<file path="config.mk">
export PLATFORM = sky130hd
export DESIGN_NAME = ray_normal_result_collector_flat
export DESIGN_NICKNAME = d
export VERILOG_FILES = /design/src/rtl/ray_normal_result_collector_if.sv /design/src/rtl/ray_normal_result_collector.sv /design/src/flat_wrapper.sv
export SDC_FILE = /design/constraint.sdc
export NUM_CORES = 1
export LEC_CHECK = 0
export ABC_AREA = 0
export BUFFER_PORTS_ARGS = -buffer_cell sky130_fd_sc_hd__buf_2
export CAP_MARGIN = 20
export CORE_ASPECT_RATIO = 0.7
export CORE_UTILIZATION = 40
export CTS_CLUSTER_SIZE = 28
export DETAILED_ROUTE_END_ITERATION = 8
export SLEW_MARGIN = 20
export SYNTH_ARGS = -nofsm -noshare
export SYNTH_HDL_FRONTEND = slang
export SYNTH_SLANG_ARGS = --single-unit
</file>
<file path="constraint.sdc">
create_clock -name clk -period 26 [get_ports clk]
set_input_delay 5.2 -clock clk [delete_from_list [all_inputs] [get_ports clk]]
set_output_delay 5.2 -clock clk [all_outputs]
set_load 0.01 [all_outputs]
</file>
<file path="src/rtl/ray_normal_result_collector_if.sv">
// Bundle of the issue, result and output-side signals of the normal-result
// collector. The collector takes the slave view; the producer/consumer side
// (issuer, normal pipeline, downstream sink) takes the master view.
interface ray_normal_result_collector_if #(
  parameter int PIPE_LAT = 3,
  parameter int DEPTH    = 8,
  parameter int TAG_W    = 16
);
  localparam int IFL_W = $clog2(PIPE_LAT + 1);
  localparam int CNT_W = $clog2(DEPTH + 1);

  logic             issue_valid;
  logic [TAG_W-1:0] issue_tag;
  logic             issue_ready;
  logic             res_valid;
  logic [95:0]      res_normal;
  logic             out_valid;
  logic             out_ready;
  logic [95:0]      out_normal;
  logic [TAG_W-1:0] out_tag;
  logic             out_degenerate;
  logic [IFL_W-1:0] in_flight;
  logic [CNT_W-1:0] fifo_count;
  logic [2:0]       err;

  modport slave (
    input  issue_valid, issue_tag, res_valid, res_normal, out_ready,
    output issue_ready, out_valid, out_normal, out_tag, out_degenerate,
           in_flight, fifo_count, err
  );

  modport master (
    output issue_valid, issue_tag, res_valid, res_normal, out_ready,
    input  issue_ready, out_valid, out_normal, out_tag, out_degenerate,
           in_flight, fifo_count, err
  );
endinterface

</file>
<file path="src/rtl/ray_normal_result_collector.sv">
// Receiving end of the normal pipeline's fire-and-forget result stream.
// A tag delay line of PIPE_LAT stages re-associates each returning normal
// with the tag captured at issue time; paired results land in a
// first-word-fall-through FIFO drained by a valid/ready handshake. Credits
// (in-flight plus stored) gate the issuer so the FIFO can never overflow
// when the issuer obeys issue_ready. Protocol violations latch sticky err bits.
module ray_normal_result_collector #(
  parameter int PIPE_LAT = 3,
  parameter int DEPTH    = 8,
  parameter int TAG_W    = 16
) (
  input logic clk,
  input logic rst,
  ray_normal_result_collector_if.slave bus
);
  localparam int PTR_W = $clog2(DEPTH);
  localparam int CNT_W = $clog2(DEPTH + 1);
  localparam int IFL_W = $clog2(PIPE_LAT + 1);
  localparam int SUM_W = $clog2(PIPE_LAT + DEPTH + 1);

  typedef struct packed {
    logic [95:0]      normal;
    logic [TAG_W-1:0] tag;
    logic             degenerate;
  } entry_t;

  // Tag delay line: each stage is {valid, tag}
  logic [TAG_W:0] stage_in [PIPE_LAT];
  logic [TAG_W:0] dl_reg   [PIPE_LAT];

  // Result storage and bookkeeping
  entry_t           mem [DEPTH];
  logic [PTR_W-1:0] wr_ptr_reg, wr_ptr_next;
  logic [PTR_W-1:0] rd_ptr_reg, rd_ptr_next;
  logic [CNT_W-1:0] count_reg, count_next;
  logic [IFL_W-1:0] in_flight_reg, in_flight_next;
  logic [2:0]       err_reg, err_next;

  logic             head_v;
  logic [TAG_W-1:0] head_tag;
  logic             push_req;
  logic             push_ok;
  logic             pop;
  logic             out_valid;
  logic             issue_ready;
  logic             overrun;
  logic             orphan;
  logic             lost;
  logic [SUM_W-1:0] credit_used;
  entry_t           push_entry;
  entry_t           head_entry;

  // Stage 0 takes the request issued this cycle; later stages take their predecessor
  generate
    for (genvar gi = 0; gi < PIPE_LAT; gi++) begin : g_stage
      if (gi == 0) begin : g_first
        assign stage_in[gi] = {bus.issue_valid, bus.issue_tag};
      end else begin : g_rest
        assign stage_in[gi] = dl_reg[gi-1];
      end
    end
  endgenerate

  // Shift the tag delay line every cycle; reset flushes in-flight tags
  always_ff @(posedge clk) begin
    for (int i = 0; i < PIPE_LAT; i++) begin
      if (rst) begin
        dl_reg[i] <= '0;
      end else begin
        dl_reg[i] <= stage_in[i];
      end
    end
  end

  assign head_v   = dl_reg[PIPE_LAT-1][TAG_W];
  assign head_tag = dl_reg[PIPE_LAT-1][TAG_W-1:0];

  // Credits count everything that will eventually occupy a FIFO slot
  assign credit_used = SUM_W'(in_flight_reg) + SUM_W'(count_reg);
  assign issue_ready = (credit_used < SUM_W'(DEPTH));
  assign out_valid   = (count_reg != '0);
  assign head_entry  = mem[rd_ptr_reg];

  // Pairing, push/pop acceptance, error detection and next-state values
  always_comb begin
    push_entry.normal     = bus.res_normal;
    push_entry.tag        = head_tag;
    push_entry.degenerate = (bus.res_normal == 96'd0);

    pop      = out_valid && bus.out_ready;
    push_req = bus.res_valid && head_v;
    // A full FIFO still accepts when the head leaves in the same cycle
    push_ok  = push_req && ((count_reg < CNT_W'(DEPTH)) || pop);

    overrun = (push_req && !push_ok) || (bus.issue_valid && !issue_ready);
    orphan  = bus.res_valid && !head_v;
    lost    = !bus.res_valid && head_v;

    wr_ptr_next    = push_ok ? wr_ptr_reg + PTR_W'(1) : wr_ptr_reg;
    rd_ptr_next    = pop ? rd_ptr_reg + PTR_W'(1) : rd_ptr_reg;
    count_next     = count_reg + CNT_W'(push_ok) - CNT_W'(pop);
    in_flight_next = in_flight_reg + IFL_W'(bus.issue_valid) - IFL_W'(head_v);
    err_next       = err_reg | {lost, orphan, overrun};
  end

  // Register the FIFO pointers, counters and sticky error flags
  always_ff @(posedge clk) begin
    if (rst) begin
      wr_ptr_reg    <= '0;
      rd_ptr_reg    <= '0;
      count_reg     <= '0;
      in_flight_reg <= '0;
      err_reg       <= '0;
    end else begin
      wr_ptr_reg    <= wr_ptr_next;
      rd_ptr_reg    <= rd_ptr_next;
      count_reg     <= count_next;
      in_flight_reg <= in_flight_next;
      err_reg       <= err_next;
    end
  end

  // Write accepted results into the register array; contents need no reset
  // because the outputs are masked while the FIFO is empty
  always_ff @(posedge clk) begin
    if (!rst && push_ok) begin
      mem[wr_ptr_reg] <= push_entry;
    end
  end

  assign bus.issue_ready    = issue_ready;
  assign bus.out_valid      = out_valid;
  assign bus.out_normal     = out_valid ? head_entry.normal : 96'd0;
  assign bus.out_tag        = out_valid ? head_entry.tag : '0;
  assign bus.out_degenerate = out_valid && head_entry.degenerate;
  assign bus.in_flight      = in_flight_reg;
  assign bus.fifo_count     = count_reg;
  assign bus.err            = err_reg;
endmodule

</file>
<file path="src/flat_wrapper.sv">
// flat-port wrapper written by rule: the top's interface ports become plain ports
module ray_normal_result_collector_flat 
#(
  parameter int PIPE_LAT = 3,
  parameter int DEPTH    = 8,
  parameter int TAG_W    = 16
)
  (clk, rst, bus_issue_valid, bus_issue_tag, bus_res_valid, bus_res_normal, bus_out_ready, bus_issue_ready, bus_out_valid, bus_out_normal, bus_out_tag, bus_out_degenerate, bus_in_flight, bus_fifo_count, bus_err);
  ray_normal_result_collector_if #(.PIPE_LAT(PIPE_LAT), .DEPTH(DEPTH), .TAG_W(TAG_W)) bus_i ();
  input logic clk;
  input logic rst;
  input wire logic [$bits(bus_i.issue_valid)-1:0] bus_issue_valid;
  input wire logic [$bits(bus_i.issue_tag)-1:0] bus_issue_tag;
  input wire logic [$bits(bus_i.res_valid)-1:0] bus_res_valid;
  input wire logic [$bits(bus_i.res_normal)-1:0] bus_res_normal;
  input wire logic [$bits(bus_i.out_ready)-1:0] bus_out_ready;
  output wire logic [$bits(bus_i.issue_ready)-1:0] bus_issue_ready;
  output wire logic [$bits(bus_i.out_valid)-1:0] bus_out_valid;
  output wire logic [$bits(bus_i.out_normal)-1:0] bus_out_normal;
  output wire logic [$bits(bus_i.out_tag)-1:0] bus_out_tag;
  output wire logic [$bits(bus_i.out_degenerate)-1:0] bus_out_degenerate;
  output wire logic [$bits(bus_i.in_flight)-1:0] bus_in_flight;
  output wire logic [$bits(bus_i.fifo_count)-1:0] bus_fifo_count;
  output wire logic [$bits(bus_i.err)-1:0] bus_err;
  assign bus_i.issue_valid = bus_issue_valid;
  assign bus_i.issue_tag = bus_issue_tag;
  assign bus_i.res_valid = bus_res_valid;
  assign bus_i.res_normal = bus_res_normal;
  assign bus_i.out_ready = bus_out_ready;
  assign bus_issue_ready = bus_i.issue_ready;
  assign bus_out_valid = bus_i.out_valid;
  assign bus_out_normal = bus_i.out_normal;
  assign bus_out_tag = bus_i.out_tag;
  assign bus_out_degenerate = bus_i.out_degenerate;
  assign bus_in_flight = bus_i.in_flight;
  assign bus_fifo_count = bus_i.fifo_count;
  assign bus_err = bus_i.err;
  ray_normal_result_collector #(.PIPE_LAT(PIPE_LAT), .DEPTH(DEPTH), .TAG_W(TAG_W)) u_core (.clk(clk), .rst(rst), .bus(bus_i));
endmodule
</file>
==> flow_summary_export.csv <==
group,metric,value,unit
status,status,"finished clean",
sta,drv_slew,0,
cells_and_area,final_util,0.468,
die,fp.dieArea,0.0931,mm²
logic_synthesis,yosysWarnings,0,
worst_setup_path,criticalPathCategory,"flip-flop to primary output",
cts,cts_tree,"done",
sta,min_period,9.10,ns
run,max-cap-violations,0,
pwr,total_power,3.94,mW
die,core,0.0905,mm²
logic_synthesis,synthFlopType,"edfxtp_1",
cells_and_area,nets,2083,
worst_setup_path,cp-start-kind,"flip-flop",
grt,grt_pass1_vias,18047,
worst_setup_path,crit_chain,"buf_4 -> buf_4 -> mux2i_1 -> nor2_1 -> buf_2",
detailed_routing,drt_iter0_markers,1397,
placed_design,numPortBuffers,240,
sta,rsz0062_at_grt,"false",
pwr,switchingPower,1.06,mW
cts,cts_made_buffers,96,
pwr,p_leak,13.4,nW
die,io_pins,241,
cells_and_area,drive_above_1_share,0.315,
die,die_h,256,µm
grt,grt_usage,0.174,
logic_synthesis,synth_cells,1678,
cts,hold_buffers,0,
sta,setup_viol,0,
worst_setup_path,worst_setup_path_end_kind,"primary output",
cts,clock_path_buffers,3,
worst_setup_path,critPathMaxStageDelay,0.90,ns
worst_setup_path,cp_top_family,"buffers and inverters",
logic_synthesis,avgSynthCellArea,21.9,µm²
pwr,pwr_density_cell,92.9,mW/mm²
cts,clk_pin_slew,0.06,ns
sta,max_freq,0.110,GHz
detailed_routing,met3_length,4450,µm
die,initial_core_util,0.406,
worst_setup_path,cp_max_fo,44,
pwr,sw_frac_of_total,0.269,
cts,post_cts_resized,0,
placed_design,dp_hpwl,43600,µm
sta,worstMarginPinSlew,1.12,ns
cts,clock_sinks,973,
detailed_routing,first_pass_iters,7,
pwr,p_seq_frac,0.440,
detailed_routing,vias,17071,
grt,grt_start_max_net_pins,114,
die,die_x,364,µm
logic_synthesis,synth_cell_types,35,
logic_synthesis,ys_seq_area_frac,0.776,
grt,antenna_found_initial,12,
pwr,combPwrFrac,0.219,
logic_synthesis,synth_edf_count,904,
worst_setup_path,r2r_setup_slack,21.48,ns
cells_and_area,largest_register_ffs,904,
worst_setup_path,arrival,3.90,ns
pwr,power_frac_clock,0.341,
sta,hold_viol_final,0,
sta,period_share,0.350,
logic_synthesis,async_reset_ff_frac,0,
detailed_routing,drc,0,
sta,setup_tns,0,ns
worst_hold_path,hold_class,"flip-flop to flip-flop",
sta,slew_headroom,0.249,
pwr,vdd.ir_drop.worst,0.0605,mV
die,rows,92,
cts,htreeDepth,3,
cts,cts_setup_buffers,0,
worst_setup_path,critPathSlowestCell,"buf_4",
cells_and_area,fillers,7598,
detailed_routing,top_layer_used,"met5",
worst_setup_path,path_buf_inv,3,
placed_design,gp_congestion,0.728,
grt,grt_pass1_wl,120000,µm
logic_synthesis,synthesis.nets,1806,
cts,clk_latency,0.66,ns
cells_and_area,area_growth,15.3,%
sta,fin_skew,0.0172,ns
cells_and_area,final_common_cell,"edfxtp_1",
detailed_routing,wl,80300,µm
worst_setup_path,cp_common_cell,"buf_4",
detailed_routing,wl_met2,38800,µm
cells_and_area,final_cell_mix,"edfxtp_1 (904), buf_2 (240), mux4_2 (226)",
grt,overflow,0,
detailed_routing,met1_length,35800,µm
pwr,p_int,2.88,mW
worst_setup_path,required,20.80,ns
detailed_routing,wl_per_cell,24.7,µm
logic_synthesis,ys_ff_latch,973,
logic_synthesis,synth_area,0.0367,mm²
detailed_routing,routed_via_density,5.24,
detailed_routing,antenna_left,0,
cts,cts_root_buf,"clkbuf_16",
## cell type report
cell class	count	area (µm²)	area share
Antenna cell	1	2.50	0.0000591
Clock buffer	133	2640	0.0622
Clock inverter	45	413	0.00974
Inverter	14	52.6	0.00124
Multi-Input combinational cell	605	7720	0.182
Sequential cell	973	28500	0.673
Tap cell	1222	1530	0.0361
Timing Repair Buffer	265	1480	0.0349
## layer usage
metal | vias to the layer above | GRT usage
li1 | 7432 | -
met1 | 9089 | 0.247
met2 | 418 | 0.278
met3 | 114 | 0.0408
met4 | 18 | 0.0330
met5 | - | 0
## metrics by stage
stage               setup WS, ns  hold slack, ns  cells  instance area (µm²)
floorplan                   7.82           0.414   1678                36700
global placement           16.88           0.419   3078                39300
detailed placement         16.82           0.426   3079                39300
CTS                        16.70           0.438   3257                42400
global route               16.63           0.447   3257                42400
finish                     16.90           0.435   3258                42400
## logic make-up after synthesis
family                     Yosys count  synth area share
AOI/OAI and AO/OA                    8           0.00146
adders and majority gates           11           0.00395
and+or+nand+nor                    237            0.0314
buffers and inverters              100            0.0150
DFF                                973             0.776
xor gates and xnor gates             9           0.00215
muxes                              340             0.170
## Yosys cell counts, types with 2 or more instances
cell | count | area [µm²]
nand4_1 | 6 | 37.5
dfxtp_1 | 69 | 1380
buf_6 | 17 | 191
xnor2_1 | 7 | 61.3
nor2b_1 | 55 | 344
mux2i_1 | 114 | 1140
nor3_1 | 4 | 20.0
nand2_1 | 6 | 22.5
buf_2 | 36 | 180
inv_2 | 2 | 7.51
a21oi_1 | 4 | 20.0
ha_1 | 10 | 125
inv_1 | 12 | 45.0
and3_1 | 2 | 12.5
xor2_1 | 2 | 17.5
nor2_1 | 129 | 484
nor4_1 | 26 | 163
clkbuf_1 | 32 | 120
edfxtp_1 | 904 | 27100
mux4_2 | 226 | 5090
## power groups by stage
stage	sequential [mW]	combinational, mW	clock (mW)
floorplan	1.76	0.600	0
global route	1.73	0.946	1.44
detailed placement	1.77	0.893	0
CTS	1.73	0.896	1.37
global placement	1.77	0.884	0
finish	1.73	0.862	1.34
## worst paths after layout
kind | depth (start not counted) | start | to
worst max-delay path | 5 | flip-flop | bus_out_normal[44]
worst min-delay path | 1 | u_core.dl_reg[0][6] | u_core.dl_reg[1][6]
worst max register to register | 9 | u_core.bus.fifo_count[3] | u_core.mem[7][31]
worst min register to register | 1 | u_core.dl_reg[0][6] | u_core.dl_reg[1][6]
## worst register-to-register path: cells and delay by family, from the launching register on
kind	cells	cell delay (ns)
flops	1	0.40
fa+ha+maj	1	0.20
simple gates	4	1.67
buf+inv	4	1.81
(Power assumes the default switching activity.)
